**config.mk**
```make
export PLATFORM = sky130hd
export DESIGN_NAME = mt_thread_sched
export DESIGN_NICKNAME = d
export VERILOG_FILES = /design/src/rtl/mt_pkg.sv /design/src/rtl/mt_rr_pick.sv /design/src/rtl/mt_thread_sched.sv
export SDC_FILE = /design/constraint.sdc
export NUM_CORES = 1
export LEC_CHECK = 0
export ABC_AREA = 1
export CAP_MARGIN = 10
export CORE_UTILIZATION = 57
export CTS_BUF_LIST = sky130_fd_sc_hd__clkbuf_8
export CTS_CLUSTER_DIAMETER = 80
export DETAILED_ROUTE_END_ITERATION = 12
export GPL_TIMING_DRIVEN = 1
export PLACE_DENSITY = 0.92
export RECOVER_POWER = 25
export SYNTH_ARGS = -nofsm -noshare
export SYNTH_HDL_FRONTEND = slang
export SYNTH_SLANG_ARGS = --single-unit
```
**constraint.sdc**
```tcl
create_clock -name clk -period 4.8 [get_ports clk]
set_input_delay 0.96 -clock clk [delete_from_list [all_inputs] [get_ports clk]]
set_output_delay 0.96 -clock clk [all_outputs]
set_load 0.005 [all_outputs]
```
**src/rtl/mt_pkg.sv**
```systemverilog
// mt_pkg: shared definitions for the multithreaded front end.
// Used by mt_thread_sched, mt_rr_pick and mt_pc.
package mt_pkg;

  // Default machine configuration.
  localparam int MT_NUM_THREADS  = 8;
  localparam int MT_BITS_THREADS = $clog2(MT_NUM_THREADS);
  localparam int MT_SLEEP_W      = 4;

  // Thread identifier as carried between the scheduler and the PC stage.
  typedef logic [MT_BITS_THREADS-1:0] tid_t;

  // Even parity over a thread id, for stages that protect tid in flight.
  function automatic logic tid_parity(input tid_t t);
    return ^t;
  endfunction

endpackage

```
**src/rtl/mt_rr_pick.sv**
```systemverilog
// mt_rr_pick: rotating find-first.
// Returns the first set bit of 'eligible' strictly after 'ptr', searching
// upward and wrapping from NUM_THREADS-1 to 0.  The pointer position itself
// is examined last, so a lone eligible thread is always found.
module mt_rr_pick
  import mt_pkg::*;
#(
  parameter int NUM_THREADS  = MT_NUM_THREADS,
  parameter int BITS_THREADS = $clog2(NUM_THREADS)
) (
  input  logic [NUM_THREADS-1:0]  eligible,
  input  logic [BITS_THREADS-1:0] ptr,
  output logic [BITS_THREADS-1:0] winner,
  output logic                    found
);

  logic [BITS_THREADS-1:0] winner_s;
  logic                    found_s;

  // Walk the threads in rotating order and latch the first eligible one.
  always_comb begin
    winner_s = ptr;
    found_s  = 1'b0;
    for (int i = 1; i <= NUM_THREADS; i++) begin
      logic [BITS_THREADS-1:0] idx_s;
      // NUM_THREADS is a power of two, so the id width wraps naturally.
      idx_s = ptr + BITS_THREADS'(i);
      if (!found_s && eligible[idx_s]) begin
        found_s  = 1'b1;
        winner_s = idx_s;
      end else begin
        found_s  = found_s;
        winner_s = winner_s;
      end
    end
  end

  assign winner = winner_s;
  assign found  = found_s;

endmodule

```
**src/rtl/mt_thread_sched.sv**
```systemverilog
// mt_thread_sched: round-robin hardware-thread issue scheduler for mt_pc.
// Issues one eligible thread per cycle (registered tid/tid_valid), tracks
// which threads are active, and optionally blocks threads for a number of
// cycles.  Build option: define MT_SCHED_SLEEP_EN to compile in the
// per-thread sleep counters; without it the sleep_* inputs are ignored.
module mt_thread_sched
  import mt_pkg::*;
#(
  parameter int NUM_THREADS  = MT_NUM_THREADS,
  parameter int BITS_THREADS = $clog2(NUM_THREADS),
  parameter int SLEEP_W      = MT_SLEEP_W
) (
  input  logic                    clk,
  input  logic                    rst,
  input  logic                    start_valid,
  input  logic [BITS_THREADS-1:0] start_tid,
  input  logic                    halt_valid,
  input  logic [BITS_THREADS-1:0] halt_tid,
  input  logic                    sleep_valid,
  input  logic [BITS_THREADS-1:0] sleep_tid,
  input  logic [SLEEP_W-1:0]      sleep_cycles,
  input  logic                    fetch_stall,
  output logic [BITS_THREADS-1:0] tid,
  output logic                    tid_valid,
  output logic [NUM_THREADS-1:0]  active_mask,
  output logic                    idle
);

  localparam logic [NUM_THREADS-1:0] ONE_HOT_0 = {{(NUM_THREADS-1){1'b0}}, 1'b1};

  logic [NUM_THREADS-1:0]  active_r;
  logic [NUM_THREADS-1:0]  start_oh_s;
  logic [NUM_THREADS-1:0]  halt_oh_s;
  logic [NUM_THREADS-1:0]  awake_s;
  logic [NUM_THREADS-1:0]  elig_s;
  logic [BITS_THREADS-1:0] ptr_r;
  logic [BITS_THREADS-1:0] tid_r;
  logic [BITS_THREADS-1:0] pick_s;
  logic                    tid_valid_r;
  logic                    found_s;
  logic                    halt_cur_s;

  // Decode start/halt requests into per-thread one-hot masks.
  always_comb begin
    start_oh_s = start_valid ? (ONE_HOT_0 << start_tid) : {NUM_THREADS{1'b0}};
    halt_oh_s  = halt_valid  ? (ONE_HOT_0 << halt_tid)  : {NUM_THREADS{1'b0}};
  end

  // Active flags: start sets, halt clears, halt wins when both hit one thread.
  always_ff @(posedge clk or negedge rst) begin
    if (!rst) begin
      active_r <= ONE_HOT_0;
    end else begin
      active_r <= (active_r | start_oh_s) & ~halt_oh_s;
    end
  end

`ifdef MT_SCHED_SLEEP_EN
  logic [SLEEP_W-1:0]     sleep_cnt_r [NUM_THREADS];
  logic [NUM_THREADS-1:0] sleep_ld_s;

  // A sleep request only loads a live thread and only with a non-zero count.
  always_comb begin
    sleep_ld_s = (sleep_valid && (sleep_cycles != {SLEEP_W{1'b0}}))
               ? ((ONE_HOT_0 << sleep_tid) & active_r)
               : {NUM_THREADS{1'b0}};
  end

  // Per-thread sleep counters: halt clears, a new sleep overwrites, else count down to 0.
  always_ff @(posedge clk or negedge rst) begin
    if (!rst) begin
      for (int t = 0; t < NUM_THREADS; t++) begin
        sleep_cnt_r[t] <= {SLEEP_W{1'b0}};
      end
    end else begin
      for (int t = 0; t < NUM_THREADS; t++) begin
        if (halt_oh_s[t]) begin
          sleep_cnt_r[t] <= {SLEEP_W{1'b0}};
        end else if (sleep_ld_s[t]) begin
          sleep_cnt_r[t] <= sleep_cycles;
        end else if (sleep_cnt_r[t] != {SLEEP_W{1'b0}}) begin
          sleep_cnt_r[t] <= sleep_cnt_r[t] - {{(SLEEP_W-1){1'b0}}, 1'b1};
        end else begin
          sleep_cnt_r[t] <= sleep_cnt_r[t];
        end
      end
    end
  end

  // A thread is awake once its counter has drained to zero.
  always_comb begin
    awake_s = {NUM_THREADS{1'b0}};
    for (int t = 0; t < NUM_THREADS; t++) begin
      awake_s[t] = (sleep_cnt_r[t] == {SLEEP_W{1'b0}});
    end
  end
`else
  logic unused_sleep_s;

  // Without sleep support every active thread is awake; sleep inputs are dropped.
  always_comb begin
    awake_s        = {NUM_THREADS{1'b1}};
    unused_sleep_s = ^{sleep_valid, sleep_tid, sleep_cycles};
  end
`endif

  // Eligibility.  Requests normally take effect one cycle later, except that
  // halting the thread currently on tid also drops it from this cycle's pick,
  // so a halted sole survivor is never reissued after its halt edge.
  always_comb begin
    halt_cur_s = halt_valid & tid_valid_r & (halt_tid == tid_r);
    elig_s     = active_r & awake_s & ~({NUM_THREADS{halt_cur_s}} & halt_oh_s);
  end

  mt_rr_pick #(
    .NUM_THREADS  (NUM_THREADS),
    .BITS_THREADS (BITS_THREADS)
  ) u_pick (
    .eligible (elig_s),
    .ptr      (ptr_r),
    .winner   (pick_s),
    .found    (found_s)
  );

  // Issue register: freeze on stall, hold tid and pointer when nothing is eligible.
  always_ff @(posedge clk or negedge rst) begin
    if (!rst) begin
      tid_r       <= {BITS_THREADS{1'b0}};
      tid_valid_r <= 1'b0;
      ptr_r       <= {BITS_THREADS{1'b1}};
    end else if (fetch_stall) begin
      tid_r       <= tid_r;
      tid_valid_r <= tid_valid_r;
      ptr_r       <= ptr_r;
    end else if (found_s) begin
      tid_r       <= pick_s;
      tid_valid_r <= 1'b1;
      ptr_r       <= pick_s;
    end else begin
      tid_r       <= tid_r;
      tid_valid_r <= 1'b0;
      ptr_r       <= ptr_r;
    end
  end

  assign tid         = tid_r;
  assign tid_valid   = tid_valid_r;
  assign active_mask = active_r;
  assign idle        = ~(|active_r);

endmodule
```
Yosys cells after proc, flatten, opt, wreduce, memory -nomap -nowiden --
Cells that the tools add are included.
Cells by class: add/subtract/negate cells 7, order comparisons 8, eq/ne operators 1, shifts and indexed selects 2, muxes and demuxes 35, bitwise operators 10, reductions and logical operators 16
Operators with widths (count):
- < comparator 3 x 4 -> 1 bit, second input constant | 8
- bitwise AND 8 bit | 3
- binary-select mux 1 bit (select 3 bit) | 8
- 2-to-1 mux 3 bit | 8
- 2-to-1 mux 1 bit | 17
- 2-to-1 mux 8 bit | 2
- NOT 8 bit | 2
- left shift 1 x 3 -> 8 bit, first input constant | 2
- adder 3 bit, second input constant | 4
- bitwise OR 8 bit | 1
- OR reduction 8 bit | 1
- logical AND 1 bit | 7
- logical NOT 1 bit | 7
- adder 3 x 2 -> 3 bit, second input constant | 2
- adder 3 x 1 -> 3 bit, second input constant | 1
- equality test 3 bit | 1
- bitwise AND 1 bit | 2
- NOT 1 bit | 2
- AND reduction 2 bit | 1
Word-level totals: bits in registers 15, input bits 19, output and inout port bits 13, word-level logic and storage cells 83

Logic depth before layout (Yosys ltp) --
depth after elaboration 30, gate-level depth with buffers 20, gate-level depth less buffers 20

Hierarchy --
Synthesis repeated with hierarchy kept, for this count alone.
Second synthesis, totals: cell total of the unflattened synthesis 268, area total of the unflattened synthesis 1606.5 um2
By module, submodules not included:
- mt_thread_sched | times used 1, cells each 127, area each 870.8 um2, sequential area each 380.4 um2
- mt_rr_pick | times used 1, cells each 141, area each 735.7 um2, sequential area each 0.0 um2

Worst setup path after synthesis --
No wires, ideal clock.
kind input to register, start point input halt_tid[2], end point register tid_r[1] (netlist: tid[1]), library setup time 118 ps, arrival 2639 ps, required time 4682 ps, slack 2044 ps, stages 19, path buffers 0, path through inv_1 nand2_1 nand2_1 nor2_4 nand3_1 nand3_1 nand3_1 nand2_1 inv_2 a21oi_1 inv_2 nor2_4 nand2_2 nor2_2 nand2_2 o21ai_4 inv_2 nand2_1 nand2_1
Between the ends: longest elaborated chain between the ends 30, elaborated cells between the ends (all ways) 54, classes of those cells 1 x eq/ne; 1 x shift; 33 x mux; 4 x bitwise; 15 x reduce/logical
RTL lines:
- start: declaration | line mt_thread_sched.sv:18 | input logic [BITS_THREADS-1:0] halt_tid,
- equality test 3 bit or left shift 1 x 3 -> 8 bit (tied branches) | line mt_thread_sched.sv:111, mt_thread_sched.sv:46
- bitwise AND 1 bit or 2-to-1 mux 8 bit (tied branches) | line mt_thread_sched.sv:111, mt_thread_sched.sv:46
- bitwise AND 8 bit * | line mt_thread_sched.sv:112 | elig_s = active_r & awake_s & ~({NUM_THREADS{halt_cur_s}} & halt_oh_s);
- NOT 8 bit * | line mt_thread_sched.sv:112
- bitwise AND 8 bit * | line mt_thread_sched.sv:112
- binary-select mux 1 bit (select 3 bit) | line mt_rr_pick.sv:28 | if (!found_s && eligible[idx_s]) begin
- 2-to-1 mux 1 bit (not written as such) | line mt_rr_pick.sv:28
- 2-to-1 mux 1 bit | line mt_rr_pick.sv:28
- [14 not listed]
- 2-to-1 mux 1 bit | line mt_rr_pick.sv:28
- logical NOT 1 bit | line mt_rr_pick.sv:28
- logical AND 1 bit | line mt_rr_pick.sv:28
- 2-to-1 mux 1 bit | line mt_rr_pick.sv:28
- logical NOT 1 bit | line mt_rr_pick.sv:28
- logical AND 1 bit | line mt_rr_pick.sv:28
- 2-to-1 mux 1 bit | line mt_rr_pick.sv:28
- AND reduction 2 bit (no line)
- end signal: assignment | line mt_thread_sched.sv:128 | tid_r <= {BITS_THREADS{1'b0}};
- end signal: assignment | line mt_thread_sched.sv:132 | tid_r <= tid_r;
- end signal: assignment | line mt_thread_sched.sv:136 | tid_r <= pick_s;
- end: declaration | line mt_thread_sched.sv:37 | logic [BITS_THREADS-1:0] tid_r;
Mark *: on every way between the ends. The rest lies on a longest branch, timed or not. The select of a mux whose other input is x is not followed. A chain may end at the register's enable or synchronous reset.

Final worst setup path --
start point input halt_tid[1], end point register tid_r[1] (netlist: tid[1])
The elaborated chain is that of the path after synthesis.

==> flow_metrics.tcl <==
set metrics [dict create \
    worstPathArrival_ns 3.58 \
    drc 0 \
    dieArea_um2 2840 \
    ctsHtreeMaxLevel 1 \
    row_count 18 \
    grt_pass1_vias 1368 \
    max_freq_ghz 0.291 \
    place_hpwl_mm 3.00 \
    synthCells 259 \
    finalCritPeriodShare 0.717 \
    rsz0062_at_grt "false" \
    critPathKind "input port to register" \
    fin_crit_ns 3.44 \
    critPathSlowestCell "clkdlybuf4s50_1" \
    io_pins 32 \
    drtIter0Drc 69 \
    core_um2 2480 \
    syn_area_um2 1500 \
    drv_slew 0 \
    whs_ns 0.519 \
    hold_violations 0 \
    ant_nets 0 \
    hold_buffers 0 \
    drv_cap 0 \
    synth_edf_count 0 \
    synthesis.nets 280 \
    start_util 0.606 \
    num_vias 1673 \
    ys_warn_count 0 \
    cts_sinks 15 \
    drive_gt1_frac 0.0925 \
    postCtsSetupBuffers 0 \
    worstPathRequired_ns 4.94 \
    area_growth_pct 19.5 \
    antenna_found_initial 0 \
    fin_cells 311 \
    ys.flop_type "dfrtp_1" \
    via_per_inst 5.38 \
    clk_pin_slew_ns 0.06 \
    yosys.area.top_type "nand2_1" \
    multiInputGateArea_um2 968 \
    dp_slack_ns 1.12 \
    max_stage_delay_ns 0.54 \
    slew_headroom 0.534 \
    status "finished, final reports clean" \
    cts_buffers 3 \
    cts_root_buffer "clkbuf_8" \
    postSynthAreaPerCell_um2 5.80 \
    fin_worst_skew_ns 0.000833 \
    ctsResizeCount 0 \
    worstPathCellList "clkdlybuf4s50_1 -> inv_2 -> nand2_1 -> nand2_1 -> nor2_4 -> nand3_1 -> nand3_1 -> nand3_1 -> nand2_1 -> nand2_1 -> nand2_4 -> nand3_2 -> nor2_4 -> nand2_2 -> nor2_2 -> nand2_2 -> o21ai_4 -> inv_2 -> nand2_1 -> nand2_1" \
    final_area_um2 1790 \
    ir_drop_v 0.000547 \
    finalNetCount 303 \
    ys_seq_area_frac 0.253 \
    seq_area_um2 380 \
    final_cell_mix "81 x nand2_1, 55 x nand3_1, 30 x inv_1, 29 x nor2_1, 22 x clkdlybuf4s50_1" \
    grt_pass1_wl_mm 5.98 \
    pwr_density_cell_nw_per_um2 760 \
    gp_congestion 0.928 \
    placed_cell_area_um2 1750 \
    clock_latency_ns 0.25 \
    start_kind "input port" \
    wl_mm 3.78 \
    grtUsageTotal 0.290 \
    worst_pin_slew_ns 0.696 \
    first_pass_iters 4 \
    fin_ws_ns 1.36 \
    tns_ns 0 \
    synth_cell_types 26 \
    cellLeakagePower_uw 0.000933 \
    hold_path.class "register to register" \
    synth-async-reset-ratio 1.00 \
    cp_common_cell "nand2_1" \
    die_y_um 53.3 \
    io_buffers 23 \
    cp-end-kind "register" \
    dpl.cell_count 307 \
    cts_tree "built" \
    path_max_fanout 8 \
    netlist_top_cells_area "nand2_1 20%, dfrtp_1 18%, nand3_1 18%, inv_1 7.5%, nor2_1 7.2%" \
    finalSetupViolCount 0 \
    yosysTopAreaCellShare 0.203 \
    mostFrequentLayoutCell "nand2_1" \
    routedWlPerCell_um 12.2 \
    fillers 239 \
    gr-total-overflow 0 \
    clk_path_buf_depth 2 \
    die-width_um 53.3 \
    antenna_cells 0 \
    grt_max_degree 16 \
    ys_seq_elements 15 \
]
-- final timing paths --
| path | from | to | slack, ns | depth (start not counted) |
|---|---|---|---|---|
| setup / recovery | halt_tid[1] | tid[1]$_DFFE_PN0P_ | 1.36 | 20 |
| hold / removal | active_mask[0]$_DFF_PN1_ | active_mask[0]$_DFF_PN1_ | 0.52 | 2 |
| setup reg to reg | ptr_r[0]$_DFFE_PN1P_ | tid[1]$_DFFE_PN0P_ | 1.66 | 16 |
| hold reg to reg | active_mask[0]$_DFF_PN1_ | active_mask[0]$_DFF_PN1_ | 0.52 | 2 |
| max in group asynchronous | rst | active_mask[3]$_DFF_PN0_ | 3.16 | 1 |
| min in group asynchronous | rst | tid[1]$_DFFE_PN0P_ | 1.20 | 1 |
-- synthesized netlist by cell type (2+ instances only) --
master / n
nand2_1: 81
nand3_1: 55
inv_1: 30
nor2_1: 29
dfrtp_1: 11
a21oi_1: 10
inv_2: 5
nand2_2: 5
o21ai_0: 5
dfstp_2: 4
clkbuf_1: 3
nand4_1: 3
nor2_4: 3
buf_2: 2
ha_1: 2
-- metal layers --
metal  share of wire  track usage  wire length, um
met5               0            0                0
met4          0.0077       0.0526               29
met3           0.064       0.0517              242
met2            0.44        0.450             1680
met1            0.48        0.416             1830
-- sequential cells by signal, indices dropped and copies added (netlist names) --
name         cells
active_mask      8
ptr_r            3
tid              3
tid_valid        1
-- where the power goes --
part           total [uW]  switching, uW  internal (uW)
Sequential            248           67.7            180
Combinational        1010            658            355
Clock                 103           45.9           57.5
Total                1360            771            593
-- cells by family (layout without fill, tap and decap cells) --
kind of cell             count (synthesis)  count (layout)  synth area share
AO/OA/AOI/OAI                           19              19            0.0758
XOR/XNOR                                 2               2            0.0117
adder cells (fa/ha/maj)                  2               2            0.0167
buffers and inverters                   40              62             0.102
flip-flops                              15              15             0.253
AND/OR/NAND/NOR                        181             181             0.541
-- through the flow --
stage,power [uW],util
2_1_floorplan,999,-
3_3_place_gp,1220,0.706
3_5_place_dp,1240,0.706
4_1_cts,1350,0.724
5_1_grt,1520,0.724
6_report,1360,0.724
-- area by class of cell --
type | instances | area share
Multi-Input combinational cell | 204 | 0.540
Sequential cell | 15 | 0.212
Timing Repair Buffer | 23 | 0.128
Inverter | 35 | 0.0732
Clock buffer | 3 | 0.0230
Tap cell | 30 | 0.0209
Clock inverter | 1 | 0.00279
-- worst max-delay path: cells and delay by family --
kind                   cells  cell delay (ns)
AND/OR/NAND/NOR           16             1.73
buffers and inverters      3             0.67
AO/OA/AOI/OAI              1             0.23
(Power assumes the default switching activity.)
